$ cat src/rtl/cnn_pkg.sv
// cnn_pkg: shared FSM state type and Q-format helpers for the conv2d_mac engine.
package cnn_pkg;

    typedef enum logic [2:0] {
        IDLE,
        BIAS,
        MAC,
        DRAIN,
        WRITE,
        FINISH
    } state_t;

    // Address width for a memory of 'depth' words; never narrower than one bit.
    function automatic int addr_w(input int depth);
        return (depth > 1) ? $clog2(depth) : 1;
    endfunction

    // Floor-shift a wide accumulator by frac_bits, then clamp to the signed data_width range.
    function automatic logic signed [31:0] q_shift_sat(
        input logic signed [63:0] acc,
        input int                 frac_bits,
        input int                 data_width
    );
        logic signed [63:0] shifted;
        logic signed [63:0] max_v;
        logic signed [63:0] min_v;
        shifted = acc >>> frac_bits;
        max_v   = (64'sd1 <<< (data_width - 1)) - 64'sd1;
        min_v   = -(64'sd1 <<< (data_width - 1));
        if (shifted > max_v) begin
            return 32'(max_v);
        end
        if (shifted < min_v) begin
            return 32'(min_v);
        end
        return 32'(shifted);
    endfunction

endpackage

$ cat src/rtl/mac_acc.sv
// mac_acc: multiply-accumulate datapath for one output pixel.
// The accumulator is loaded with the scaled bias, accumulates one product per
// cycle, and presents the floor-shifted, saturated result.
// Optional feature macro: CONV2D_RELU_EN (clamps negative results to zero).
module mac_acc
    import cnn_pkg::*;
#(
    parameter int DATA_WIDTH = 16,
    parameter int FRAC_BITS  = 7,
    parameter int ACC_W      = 37
) (
    input  logic                         clk,
    input  logic                         reset_n,
    input  logic                         load_bias,
    input  logic signed [DATA_WIDTH-1:0] bias,
    input  logic                         acc_en,
    input  logic                         tap_zero,
    input  logic signed [DATA_WIDTH-1:0] feat,
    input  logic signed [DATA_WIDTH-1:0] wgt,
    output logic signed [DATA_WIDTH-1:0] result
);

    logic signed [2*DATA_WIDTH-1:0] prod;
    logic signed [ACC_W-1:0]        acc_reg;
    logic signed [ACC_W-1:0]        acc_next;
    logic signed [31:0]             sat_val;

    // Product of the tap whose memory data is arriving now; padding taps contribute zero.
    always_comb begin
        prod = '0;
        if (!tap_zero) begin
            prod = (2*DATA_WIDTH)'(feat) * (2*DATA_WIDTH)'(wgt);
        end
    end

    // Bias load takes priority; it never coincides with a product in the pixel schedule.
    always_comb begin
        acc_next = acc_reg;
        if (load_bias) begin
            acc_next = ACC_W'(bias) <<< FRAC_BITS;
        end else if (acc_en) begin
            acc_next = acc_reg + ACC_W'(prod);
        end
    end

    // Accumulator register.
    always_ff @(posedge clk) begin
        if (!reset_n) begin
            acc_reg <= '0;
        end else begin
            acc_reg <= acc_next;
        end
    end

    // Scale back to Q format, saturate, and optionally rectify.
    always_comb begin
        sat_val = q_shift_sat(64'(acc_reg), FRAC_BITS, DATA_WIDTH);
`ifdef CONV2D_RELU_EN
        result = (sat_val < 0) ? '0 : DATA_WIDTH'(sat_val);
`else
        result = DATA_WIDTH'(sat_val);
`endif
    end

endmodule

$ cat src/rtl/conv2d_mac.sv
// conv2d_mac: sequential 2-D convolution engine, one output pixel at a time.
// Per pixel: BIAS (read bias), MAC (one tap per cycle), DRAIN (last product),
// WRITE (hold result until accepted). Optional macro CONV2D_RELU_EN (see mac_acc).
module conv2d_mac
    import cnn_pkg::*;
#(
    parameter int DATA_WIDTH   = 16,
    parameter int FRAC_BITS    = 7,
    parameter int IN_CHANNELS  = 1,
    parameter int OUT_CHANNELS = 8,
    parameter int KERNEL       = 3,
    parameter int IMG_SIZE     = 28,
    parameter int STRIDE       = 1,
    parameter int PAD          = 1
) (
    input  logic                         clk,
    input  logic                         reset_n,
    input  logic                         start,
    output logic                         busy,
    output logic                         done,
    output logic                         feat_rd_en,
    output logic [addr_w(IN_CHANNELS*IMG_SIZE*IMG_SIZE)-1:0] feat_addr,
    input  logic signed [DATA_WIDTH-1:0] feat_data,
    output logic                         wgt_rd_en,
    output logic [addr_w(OUT_CHANNELS*IN_CHANNELS*KERNEL*KERNEL)-1:0] wgt_addr,
    input  logic signed [DATA_WIDTH-1:0] wgt_data,
    output logic                         bias_rd_en,
    output logic [addr_w(OUT_CHANNELS)-1:0] bias_addr,
    input  logic signed [DATA_WIDTH-1:0] bias_data,
    output logic                         out_valid,
    input  logic                         out_ready,
    output logic [addr_w(OUT_CHANNELS*((IMG_SIZE+2*PAD-KERNEL)/STRIDE+1)*((IMG_SIZE+2*PAD-KERNEL)/STRIDE+1))-1:0] out_addr,
    output logic signed [DATA_WIDTH-1:0] out_data
);

    localparam int OUT_SIZE = (IMG_SIZE + 2*PAD - KERNEL) / STRIDE + 1;
    localparam int N_TAPS   = IN_CHANNELS * KERNEL * KERNEL;
    localparam int FA_W     = addr_w(IN_CHANNELS * IMG_SIZE * IMG_SIZE);
    localparam int WA_W     = addr_w(OUT_CHANNELS * IN_CHANNELS * KERNEL * KERNEL);
    localparam int BA_W     = addr_w(OUT_CHANNELS);
    localparam int OA_W     = addr_w(OUT_CHANNELS * OUT_SIZE * OUT_SIZE);
    localparam int ACC_W    = 2*DATA_WIDTH + $clog2(N_TAPS) + 1;

    state_t state_reg;
    state_t state_next;
    int     oc_reg, row_reg, col_reg;
    int     ic_reg, ki_reg, kj_reg;
    logic   acc_en_reg;
    logic   pad_reg;
    int     in_r, in_c;
    logic   tap_in_img, first_tap, last_tap, last_pix;

    // Tap geometry: input coordinate of the current tap and loop-end flags.
    always_comb begin
        in_r       = row_reg * STRIDE + ki_reg - PAD;
        in_c       = col_reg * STRIDE + kj_reg - PAD;
        tap_in_img = (in_r >= 0) && (in_r < IMG_SIZE) && (in_c >= 0) && (in_c < IMG_SIZE);
        first_tap  = (ic_reg == 0) && (ki_reg == 0) && (kj_reg == 0);
        last_tap   = (ic_reg == IN_CHANNELS - 1) && (ki_reg == KERNEL - 1) && (kj_reg == KERNEL - 1);
        last_pix   = (oc_reg == OUT_CHANNELS - 1) && (row_reg == OUT_SIZE - 1) && (col_reg == OUT_SIZE - 1);
    end

    // State register.
    always_ff @(posedge clk) begin
        if (!reset_n) begin
            state_reg <= IDLE;
        end else begin
            state_reg <= state_next;
        end
    end

    // Next-state logic.
    always_comb begin
        state_next = state_reg;
        case (state_reg)
            IDLE:    if (start) state_next = BIAS;
            BIAS:    state_next = MAC;
            MAC:     if (last_tap) state_next = DRAIN;
            DRAIN:   state_next = WRITE;
            WRITE:   if (out_ready) state_next = last_pix ? FINISH : BIAS;
            FINISH:  state_next = IDLE;
            default: state_next = IDLE;
        endcase
    end

    // Tap and pixel counters plus the one-cycle-delayed product qualifiers.
    always_ff @(posedge clk) begin
        if (!reset_n) begin
            oc_reg     <= 0;
            row_reg    <= 0;
            col_reg    <= 0;
            ic_reg     <= 0;
            ki_reg     <= 0;
            kj_reg     <= 0;
            acc_en_reg <= 1'b0;
            pad_reg    <= 1'b0;
        end else begin
            acc_en_reg <= (state_reg == MAC);
            pad_reg    <= !tap_in_img;
            if (state_reg == IDLE && start) begin
                oc_reg  <= 0;
                row_reg <= 0;
                col_reg <= 0;
                ic_reg  <= 0;
                ki_reg  <= 0;
                kj_reg  <= 0;
            end
            if (state_reg == MAC) begin
                if (kj_reg == KERNEL - 1) begin
                    kj_reg <= 0;
                    if (ki_reg == KERNEL - 1) begin
                        ki_reg <= 0;
                        ic_reg <= (ic_reg == IN_CHANNELS - 1) ? 0 : ic_reg + 1;
                    end else begin
                        ki_reg <= ki_reg + 1;
                    end
                end else begin
                    kj_reg <= kj_reg + 1;
                end
            end
            if (state_reg == WRITE && out_ready) begin
                if (col_reg == OUT_SIZE - 1) begin
                    col_reg <= 0;
                    if (row_reg == OUT_SIZE - 1) begin
                        row_reg <= 0;
                        oc_reg  <= (oc_reg == OUT_CHANNELS - 1) ? 0 : oc_reg + 1;
                    end else begin
                        row_reg <= row_reg + 1;
                    end
                end else begin
                    col_reg <= col_reg + 1;
                end
            end
        end
    end

    // Status, memory-request and output-address decode.
    always_comb begin
        busy       = (state_reg != IDLE);
        done       = (state_reg == FINISH);
        out_valid  = (state_reg == WRITE);
        feat_rd_en = (state_reg == MAC) && tap_in_img;
        feat_addr  = feat_rd_en ? FA_W'(ic_reg * IMG_SIZE * IMG_SIZE + in_r * IMG_SIZE + in_c) : '0;
        wgt_rd_en  = (state_reg == MAC);
        wgt_addr   = wgt_rd_en ? WA_W'(((oc_reg * IN_CHANNELS + ic_reg) * KERNEL + ki_reg) * KERNEL + kj_reg) : '0;
        bias_rd_en = (state_reg == BIAS);
        bias_addr  = bias_rd_en ? BA_W'(oc_reg) : '0;
        out_addr   = OA_W'(oc_reg * OUT_SIZE * OUT_SIZE + row_reg * OUT_SIZE + col_reg);
    end

    mac_acc #(
        .DATA_WIDTH (DATA_WIDTH),
        .FRAC_BITS  (FRAC_BITS),
        .ACC_W      (ACC_W)
    ) u_mac_acc (
        .clk       (clk),
        .reset_n   (reset_n),
        .load_bias ((state_reg == MAC) && first_tap),
        .bias      (bias_data),
        .acc_en    (acc_en_reg),
        .tap_zero  (pad_reg),
        .feat      (feat_data),
        .wgt       (wgt_data),
        .result    (out_data)
    );

endmodule

$ cat config.mk
export PLATFORM = sky130hd
export DESIGN_NAME = conv2d_mac
export DESIGN_NICKNAME = d
export VERILOG_FILES = /design/src/rtl/cnn_pkg.sv /design/src/rtl/mac_acc.sv /design/src/rtl/conv2d_mac.sv
export SDC_FILE = /design/constraint.sdc
export NUM_CORES = 2
export LEC_CHECK = 0
export BUFFER_PORTS_ARGS = -buffer_cell sky130_fd_sc_hd__buf_2
export CORE_MARGIN = 3
export CORE_UTILIZATION = 45
export DETAILED_ROUTE_END_ITERATION = 6
export PLACE_DENSITY = 0.73
export SLEW_MARGIN = 20
export SYNTH_ARGS = -nofsm -noshare
export SYNTH_HDL_FRONTEND = slang
export SYNTH_SLANG_ARGS = --single-unit
$ cat constraint.sdc
create_clock -name clk -period 10.5 [get_ports clk]
set_input_delay 1.05 -clock clk [delete_from_list [all_inputs] [get_ports clk]]
set_output_delay 1.05 -clock clk [all_outputs]
set_load 0.05 [all_outputs]
==> flow_summary.json <==
{
  "cpMaxStageDelayCell": "fa_1",
  "p_int_mw": 5.25,
  "drv_slew": 0,
  "status": "finished clean",
  "synth_flop_cell": "dfxtp_1",
  "worstRegToRegCells": 20,
  "dr.pass1.iters": 6,
  "switching_share_pct": 53.2,
  "finish.net_count": 5047,
  "crit_path_end": "u_mac_acc.acc_reg[36]$_SDFFE_PN0P_",
  "place_area_sq_mm": 0.0348,
  "grt_pass1_wl_um": 146000,
  "powerDensity_mw_per_mm2": 315,
  "power_leakage_nw": 17.0,
  "syn-num-nets": 5036,
  "pwr-share-comb_pct": 82.7,
  "rows": 99,
  "grt_pass1_vias": 28600,
  "path_class": "in -> reg",
  "wl_per_cell_um": 16.8,
  "crit_path_frequent_cell": "fa_1",
  "drive_gt1_share_pct": 4.58,
  "drc": 0,
  "worstSetupEndpointType": "flip-flop",
  "area_delta_synth_final_pct": 6.63,
  "max_stage_delay_ns": 0.55,
  "largest_register_ffs": 37,
  "cts_tree": "yes",
  "synth-edff-count": 0,
  "tightest_slew_ns": 1.17,
  "die_width_um": 279,
  "clkTransAtPathRegs_ns": 0.06,
  "root_buffer": "clkbuf_16",
  "setup_viol": 0,
  "postCtsSetupBuffers": 0,
  "cp_data_required_time_ns": 10.94,
  "overflow": 0,
  "ir_worst_vdd_mv": 0.480,
  "ys_types": 74,
  "syn_avg_cell_area_sq_um": 7.80,
  "ys_warn_count": 0,
  "grt_start_max_net_pins": 77,
  "rr_endpoint": "pad_reg$_SDFF_PN0_",
  "clock_skew_ns": 0.0378,
  "p_clk_share_pct": 8.4,
  "cts_max_level": 1,
  "path_max_fanout": 16,
  "io_buffers": 106,
  "die_area_sq_mm": 0.0776,
  "reg2reg_slack_ns": 5.22,
  "final_core_util_pct": 48.6,
  "start_util_pct": 45.6,
  "die_h_um": 279,
  "slew_headroom_pct": 21.5,
  "routed_via_density": 5.64,
  "grt_setup_unrepaired": "false",
  "clk_latency_ns": 0.59,
  "postCtsHoldBufs": 0,
  "ys_ff_latch": 234,
  "setup-tns-final_ns": 0,
  "timing.rr.start": "ki_reg[1]$_SDFF_PN0_",
  "syn_inst": 4287,
  "finalHoldViolCount": 0,
  "cts_resized": 0,
  "drt_wl_total_um": 88600,
  "drv_cap": 0,
  "max_freq_mhz": 109,
  "fin_total_pwr_mw": 11.2,
  "final_cell_area_sq_mm": 0.0357,
  "async_flop_share_pct": 0,
  "via_count": 29700,
  "antenna_left": 0,
  "p_switching_mw": 5.97,
  "synth.cell_area_sq_mm": 0.0334,
  "dp_hpwl_um": 70700,
  "start_kind": "input pin",
  "clk_path_buf_depth": 3,
  "cp.arrival_ns": 9.60,
  "cp-startpoint": "feat_data[5]",
  "gp_congestion": 0.918,
  "fp.coreArea_sq_mm": 0.0733,
  "drtIter0Drc": 2101,
  "yosysSeqAreaShare_pct": 14.0,
  "fin_crit_ns": 9.16,
  "io_pins": 107,
  "grt_use_total_pct": 22.6,
  "hold_ws_ns": 0.475,
  "grt_antenna_before_repair": 1,
  "numCtsBuffers": 28,
  "cts_sinks": 234,
  "timing.final.crit_share_pct": 87.2,
  "seqPwrFrac_pct": 8.9,
  "worstHoldPathType": "reg -> reg"
}
==> power by group through the flow <==
stage	clock network [mW]	registers [mW]	logic [mW]
2_1_floorplan	0	0.992	7.39
3_3_place_gp	0	1.01	9.08
6_report	0.948	0.996	9.28
5_1_grt	1.00	1.00	10.5
3_5_place_dp	0	1.01	9.18
4_1_cts	0.964	0.995	9.24
==> area by class of cell <==
class / instances / area, sq um
Fill cell: 7166 / 37700
Multi-Input combinational cell: 3113 / 25200
Sequential cell: 234 / 4690
Inverter: 793 / 2980
Tap cell: 959 / 1200
Clock buffer: 43 / 777
Timing Repair Buffer: 128 / 696
Clock inverter: 8 / 78.8
Antenna cell: 1 / 2.50
==> layer usage <==
layer  share of wire (%)  GRT usage [%]
met5                   0              0
met4                 3.4           6.91
met3                 6.0           2.72
met2                  46           37.3
met1                  45           31.2
==> synthesized netlist by cell type (all sizes together), types with 8 or more instances <==
cell | number | area [sq um]
mux2i | 30 | 300
xnor2 | 137 | 1200
nand3b | 14 | 105
ha | 377 | 4720
clkbuf | 142 | 533
o21ai | 233 | 1170
and3 | 100 | 626
nor2b | 19 | 119
nor4b | 9 | 78.8
a22oi | 16 | 120
and2 | 156 | 976
or3 | 27 | 169
nand3 | 76 | 380
a21o | 82 | 616
and4 | 8 | 70.1
nor2 | 321 | 1200
nor3b | 13 | 103
nor3 | 79 | 395
xor2 | 54 | 473
o211ai | 14 | 105
nor4 | 55 | 344
nand2 | 274 | 1030
fa | 320 | 6410
a21oi | 313 | 1570
o31ai | 9 | 67.6
o21bai | 32 | 244
nand2b | 32 | 200
a31oi | 57 | 357
o21a | 23 | 173
a311oi | 27 | 236
or2 | 10 | 62.6
inv | 791 | 2970
nand4 | 52 | 325
a211oi | 39 | 293
dfxtp | 234 | 4680
==> critical path: cells and delay by family <==
family,cells,cell delay (ns)
and+or+nand+nor,6,1.15
AOI/OAI and AO/OA,12,2.76
adders and majority gates,8,3.79
buffers and inverters,5,0.42
xor gates and xnor gates,2,0.39
==> placed cells by master (no fill, tap or decap), types with 30 or more instances in the layout <==
cell      count
a21oi_1     313
mux2i_1      30
nor3_1       79
o21ai_0     228
xnor2_1     137
a21o_1       82
ha_1        377
a31oi_1      57
o21bai_1     31
buf_2       106
nand2b_1     32
inv_1       790
a211oi_1     39
nand4_1      52
nand3_1      76
and2_1      156
nor2_1      319
nand2_1     274
xor2_1       54
dfxtp_1     233
fa_1        320
and3_1      100
nor4_1       55
==> worst min path at each step <==
stage                                from                     to  slack (ns)  cells past startpoint
finish              oc_reg[16]$_SDFF_PN0_  oc_reg[16]$_SDFF_PN0_        0.48                      2
global route        oc_reg[31]$_SDFF_PN0_  oc_reg[31]$_SDFF_PN0_        0.50                      1
CTS                 oc_reg[16]$_SDFF_PN0_  oc_reg[16]$_SDFF_PN0_        0.47                      2
detailed placement  oc_reg[16]$_SDFF_PN0_  oc_reg[16]$_SDFF_PN0_        0.46                      2
global placement    oc_reg[16]$_SDFF_PN0_  oc_reg[16]$_SDFF_PN0_        0.46                      2
floorplan           oc_reg[16]$_SDFF_PN0_  oc_reg[16]$_SDFF_PN0_        0.44                      2
==> logic make-up after synthesis <==
logic type | after synthesis | synth area share, %
xor+xnor | 191 | 5.00
flops | 234 | 14.0
simple gates | 1264 | 19.0
fa+ha+maj | 697 | 33.3
buf+inv | 940 | 10.6
compound gates | 931 | 17.3
mux | 30 | 0.898
==> stage by stage <==
step / std cells / worst slack, ns
after global routing: 5278 / 0.831
after CTS: 5278 / 1.36
after floorplan: 4287 / 1.51
after global placement: 5227 / 0.914
final: 5279 / 1.34
after detailed placement: 5227 / 0.767
Note: power is estimated with default switching activity, not from simulation.
